File: config.mk
export PLATFORM = sky130hd
export DESIGN_NAME = serial_pattern_tx_flat
export DESIGN_NICKNAME = d
export VERILOG_FILES = /design/src/rtl/serial_pkg.sv /design/src/rtl/serial_pattern_tx_if.sv /design/src/rtl/serial_pattern_tx.sv /design/src/flat_wrapper.sv
export SDC_FILE = /design/constraint.sdc
export NUM_CORES = 1
export LEC_CHECK = 0
export BUFFER_PORTS_ARGS = -buffer_cell sky130_fd_sc_hd__buf_4
export CORE_AREA = 2 2 52 54
export DETAILED_ROUTE_END_ITERATION = 10
export DIE_AREA = 0 0 54 56
export SYNTH_ARGS = -nofsm -noshare
export SYNTH_HDL_FRONTEND = slang
export SYNTH_SLANG_ARGS = --single-unit
File: constraint.sdc
create_clock -name Clock -period 1.62 [get_ports Clock]
set_input_delay 0.243 -clock Clock [delete_from_list [all_inputs] [get_ports Clock]]
set_output_delay 0.243 -clock Clock [all_outputs]
set_load 0.02 [all_outputs]
File: src/rtl/serial_pkg.sv
// Shared types and defaults for the serial pattern transmitter.
// Counter-width helper keeps every counter at least one bit wide.
package serial_pkg;

    typedef enum logic [1:0] {
        IDLE  = 2'd0,
        SHIFT = 2'd1,
        GAP   = 2'd2
    } tx_state_t;

    localparam int DEF_WIDTH = 8;
    localparam int DEF_GAP   = 2;

    function automatic int cnt_bits(input int n);
        return (n > 1) ? $clog2(n) : 1;
    endfunction

endpackage

File: src/rtl/serial_pattern_tx_if.sv
// Word handshake plus serial/debug outputs of the pattern transmitter.
// master = stimulus side, slave = transmitter side.
interface serial_pattern_tx_if #(
    parameter int WIDTH = serial_pkg::DEF_WIDTH
);
    logic [WIDTH-1:0] Data;
    logic             Start;
    logic             Ready;
    logic             w;
    logic             Active;
    logic             Done;
    logic [1:0]       CurState;

    modport master (
        output Data, Start,
        input  Ready, w, Active, Done, CurState
    );

    modport slave (
        input  Data, Start,
        output Ready, w, Active, Done, CurState
    );
endinterface

File: src/rtl/serial_pattern_tx.sv
// Parallel-to-serial pattern source, MSB first, GAP zero cycles per word; first bit one cycle after accept.
// Ready only in IDLE or the frame-end cycle, so back-to-back words stream with no bubble.
module serial_pattern_tx
    import serial_pkg::*;
#(
    parameter int WIDTH = DEF_WIDTH,
    parameter int GAP   = DEF_GAP
) (
    input  logic               Clock,
    input  logic               Resetn,
    serial_pattern_tx_if.slave bus
);

    localparam int              CW       = cnt_bits(WIDTH);
    localparam int              GW       = cnt_bits(GAP + 1);
    localparam bit              HAS_GAP  = (GAP > 0);
    localparam logic [CW-1:0]   BIT_LOAD = CW'(WIDTH - 1);
    localparam logic [GW-1:0]   GAP_LOAD = GW'((GAP > 0) ? (GAP - 1) : 0);

    tx_state_t        r_state;
    tx_state_t        w_state_nxt;
    logic [WIDTH-1:0] r_shift;
    logic [CW-1:0]    r_bit_cnt;
    logic [GW-1:0]    r_gap_cnt;

    logic w_last_bit;
    logic w_gap_end;
    logic w_frame_end;
    logic w_ready;
    logic w_accept;

    assign w_last_bit  = (r_state == SHIFT) && (r_bit_cnt == '0);
    assign w_gap_end   = (r_state == serial_pkg::GAP) && (r_gap_cnt == '0);
    // With no guard cycles the last data bit doubles as the frame end.
    assign w_frame_end = (w_last_bit && !HAS_GAP) || w_gap_end;
    assign w_ready     = (r_state == IDLE) || w_frame_end;
    assign w_accept    = bus.Start && w_ready;

    always_comb begin
        w_state_nxt = IDLE;
        case (r_state)
            IDLE: begin
                w_state_nxt = w_accept ? SHIFT : IDLE;
            end
            SHIFT: begin
                if (!w_last_bit) begin
                    w_state_nxt = SHIFT;
                end else if (HAS_GAP) begin
                    w_state_nxt = serial_pkg::GAP;
                end else begin
                    w_state_nxt = w_accept ? SHIFT : IDLE;
                end
            end
            serial_pkg::GAP: begin
                if (!w_gap_end) begin
                    w_state_nxt = serial_pkg::GAP;
                end else begin
                    w_state_nxt = w_accept ? SHIFT : IDLE;
                end
            end
            default: begin
                w_state_nxt = IDLE;
            end
        endcase
    end

    always_ff @(posedge Clock or negedge Resetn) begin
        if (!Resetn) begin
            r_state   <= IDLE;
            r_shift   <= '0;
            r_bit_cnt <= '0;
            r_gap_cnt <= '0;
        end else begin
            r_state <= w_state_nxt;

            if (w_accept) begin
                r_shift   <= bus.Data;
                r_bit_cnt <= BIT_LOAD;
            end else if (r_state == SHIFT) begin
                r_shift <= {r_shift[WIDTH-2:0], 1'b0};
                if (!w_last_bit) begin
                    r_bit_cnt <= r_bit_cnt - 1'b1;
                end
            end

            if (w_last_bit && HAS_GAP) begin
                r_gap_cnt <= GAP_LOAD;
            end else if ((r_state == serial_pkg::GAP) && !w_gap_end) begin
                r_gap_cnt <= r_gap_cnt - 1'b1;
            end
        end
    end

    assign bus.Ready    = w_ready;
    assign bus.w        = (r_state == SHIFT) && r_shift[WIDTH-1];
    assign bus.Active   = (r_state == SHIFT);
    assign bus.Done     = w_last_bit;
    assign bus.CurState = r_state;

endmodule

File: src/flat_wrapper.sv
// flat-port wrapper written by rule: the top's interface ports become plain ports
module serial_pattern_tx_flat import serial_pkg::*;
#(
    parameter int WIDTH = DEF_WIDTH,
    parameter int GAP   = DEF_GAP
)
  (Clock, Resetn, bus_Data, bus_Start, bus_Ready, bus_w, bus_Active, bus_Done, bus_CurState);
  serial_pattern_tx_if #(.WIDTH(WIDTH)) bus_i ();
  input  logic Clock;
  input  logic Resetn;
  input wire logic [$bits(bus_i.Data)-1:0] bus_Data;
  input wire logic [$bits(bus_i.Start)-1:0] bus_Start;
  output wire logic [$bits(bus_i.Ready)-1:0] bus_Ready;
  output wire logic [$bits(bus_i.w)-1:0] bus_w;
  output wire logic [$bits(bus_i.Active)-1:0] bus_Active;
  output wire logic [$bits(bus_i.Done)-1:0] bus_Done;
  output wire logic [$bits(bus_i.CurState)-1:0] bus_CurState;
  assign bus_i.Data = bus_Data;
  assign bus_i.Start = bus_Start;
  assign bus_Ready = bus_i.Ready;
  assign bus_w = bus_i.w;
  assign bus_Active = bus_i.Active;
  assign bus_Done = bus_i.Done;
  assign bus_CurState = bus_i.CurState;
  serial_pattern_tx #(.WIDTH(WIDTH), .GAP(GAP)) u_core (.Clock(Clock), .Resetn(Resetn), .bus(bus_i));
endmodule
==> out/qor.yml <==
placement:
  port_buffers: 16
  gp_congestion: 0.732
  place_hpwl_um: 1040
  dpl.cell_count: 118
worst_hold_path:
  hp-class: "in2reg"
  hp-start: "bus_Data[2]"
  hold_path_end: "u_core.r_shift[2]"
  min_path_cells: 2
worst_setup_path:
  critPathSlowestCell: "dfrtp_1"
  crit_chain: "nand2b_4 > inv_8 > buf_6 > nand2_2 > inv_2 > buf_6"
  crit_top_cell: "buf_6"
  cp-startpoint: "u_core.bus.CurState[1]"
  required_ns: 1.38
  r2r_setup_slack_ns: 0.08
  worstSetupStartpointType: "flop"
  path_class: "reg2out"
  cp_slowest_stage_delay_ns: 0.40
  critPathArrivalTime_ns: 1.30
  reg2reg_depth: 6
  cp-end-kind: "primary output"
  r2r_start: "u_core.r_gap_cnt[0]"
  rr_endpoint: "u_core.r_shift[6]"
  path_max_fanout: 9
power_and_ir_drop:
  irDropWorstVdd_uv: 1120
  pwr_density_cell_nw_per_um2: 1970
  p_leak_nw: 0.575
timing:
  tightest_slew_ns: 0.344
  rsz0062_at_grt: "false"
  period_needed_ns: 1.54
  clock.fmax_mhz: 648
  setup_viol: 0
  maxSlewViolCount: 0
  slew_headroom_pct: 77.0
  fin_skew_ns: 0.0139
  finalSetupTns_ns: 0
  fin_crit_sh_pct: 95.3
  timing.final.hold_violations: 0
drt:
  drt-wirelength-per-cell_um: 12.4
  drtAntennaViolNets: 0
  wl_um: 1570
  drtPass1Iterations: 4
  drtIter0Drc: 9
  num_vias: 602
  avgViaCountPerCell: 4.74
  drc: 0
final_layout:
  multiInputGateArea_um2: 417
  register_area_um2: 375
  syn2layout_area_growth_pct: 35.4
  drive_above_1_share_pct: 52.6
  layout.cells.non_filler: 127
  layout.nets: 112
  antenna_cells: 0
  nFillCells: 230
logic_synthesis:
  synth_area_um2: 825
  ys_ff_latch: 15
  syn_inst: 70
  ys_types: 24
  synthTopCellsByCount: "15 x dfrtp_1, 10 x inv_1, 10 x mux2_4"
  netlist.area_leader.share_pct: 45.5
  synthSimpleGateAreaFrac_pct: 11.7
  ys_top_cells_by_area: "dfrtp_1 46%, mux2_4 18%, mux2_2 5.5%"
  async_flop_share_pct: 100
  synth.area.mux_share_pct: 24.9
  yosysTopAreaCell: "dfrtp_1"
  synth_edf_count: 0
  synth_top_family_by_area: "multiplexers"
  syn_avg_cell_area_um2: 11.8
  synth_most_common_cell: "dfrtp_1"
  synth_nets: 84
  synth_warnings: 0
  synth_seq_area_share_pct: 45.5
  synthAdderAreaFrac_pct: 4.55
  synth_compound_area_share_pct: 5.01
  synth-main-ff-cell: "dfrtp_1"
  synthXorXnorAreaFrac_pct: 1.06
die:
  initial_core_util_pct: 33.9
  die_x_um: 54
  die_h_um: 56
  ioPinCount: 17
  dieArea_um2: 3020
  coreArea_um2: 2430
  rows: 18
clocking:
  path_clk_slew_ns: 0.10
  cts_sinks: 15
  insertion_delay_ns: 0.30
  htreeDepth: 1
  cts-root-buf: "clkbuf_4"
  cts_buffer_depth: 2
  cts_buffers: 3
  cts_tree: "yes"
grt:
  grt_max_degree: 16
  grt_use_total_pct: 10.6
  grt_pass1_wl_um: 2410
  grt_pass1_vias: 513
  grt-ovfl-total: 0
  antenna_found_initial: 0
run:
  max-cap-violations: 0
status:
  outcome: "completed"
-- stage by stage --
stage	instance area (µm²)	hold slack, ns	utilization [%]	worst slack (ns)	power [mW]
finish	1120	0.169	45.9	0.0763	2.20
global route	1120	0.154	45.9	0.00345	2.35
CTS	1070	0.158	43.9	0.00885	2.10
detailed placement	1010	0.113	41.4	0.0461	1.81
global placement	1010	0.112	41.4	0.0777	1.79
floorplan	825	-0.0526	-	0.0426	1.51
-- state kept, by name (all words and copies together), names as in the netlist --
signal and cells:
u_core.bus.CurState 2, u_core.r_gap_cnt 2, u_core.r_shift 8, u_core.r_bit_cnt 3
-- kinds of logic (layout without fill, tap and decap cells) --
group	Yosys count	count (layout)
AO/OA/AOI/OAI	7	7
XOR/XNOR	1	1
multiplexers	15	15
buffers and inverters	13	40
adder cells (fa/ha/maj)	3	3
flip-flops	15	15
AND/OR/NAND/NOR	16	16
-- routing by layer --
layer | vias up | share of wire (%) | track usage, %
li1 | 288 | - | -
met1 | 296 | 49 | 15.4
met2 | 18 | 46 | 14.5
met3 | 0 | 4.4 | 3.23
met4 | 0 | 0 | 4.29
met5 | - | 0 | 0
-- what timing repair did --
item,CTS,global route
gates resized for setup,4,10
endpoints found under the setup margin,2,6
setup buffers,2,2
pin swaps,0,1
hold buffers,1,0
endpoints found under the hold margin,15,0
-- critical path, delay by kind of cell, from the launching register on --
| family | cells | cell delay [ns] |
|---|---|---|
| DFF | 1 | 0.40 |
| buffers and inverters | 4 | 0.36 |
| and+or+nand+nor | 2 | 0.23 |
-- layout make-up --
| class | instances | share of cell area [%] |
|---|---|---|
| Multi-Input combinational cell | 42 | 37.3 |
| Sequential cell | 15 | 33.6 |
| Timing Repair Buffer | 25 | 18.8 |
| Inverter | 11 | 4.37 |
| Tap cell | 30 | 3.36 |
| Clock buffer | 3 | 2.02 |
| Clock inverter | 1 | 0.448 |
-- worst max path at each step --
stage	endpoint	slack, ns
6_report	bus_Done	0.08
5_1_grt	bus_Done	0.003
4_1_cts	bus_Done	0.009
3_5_place_dp	u_core.r_shift[1]	0.05
3_3_place_gp	u_core.r_shift[1]	0.08
2_1_floorplan	u_core.r_shift[6]	0.04
-- placed cells by master (no fill, tap or decap), drive strengths merged --
master	count
a21oi	2
and2	1
buf	24
clkbuf	3
clkinv	1
dfrtp	15
dlygate4sd3	1
ha	3
inv	11
mux2	14
mux2i	1
nand2	4
nand2b	2
nand3	4
nor2b	1
nor3b	1
o211ai	1
o21ai	3
o2bb2ai	1
or2b	1
or3	1
or4	1
xnor2	1
-- power breakdown --
group          leakage [nW]  internal, mW  switching [mW]  total (mW)
clock                0.0177        0.0920           0.133       0.225
sequential            0.182         0.545           0.117       0.662
combinational         0.375         0.761           0.553        1.31
No activity file was read; power rests on OpenSTA's default activity.
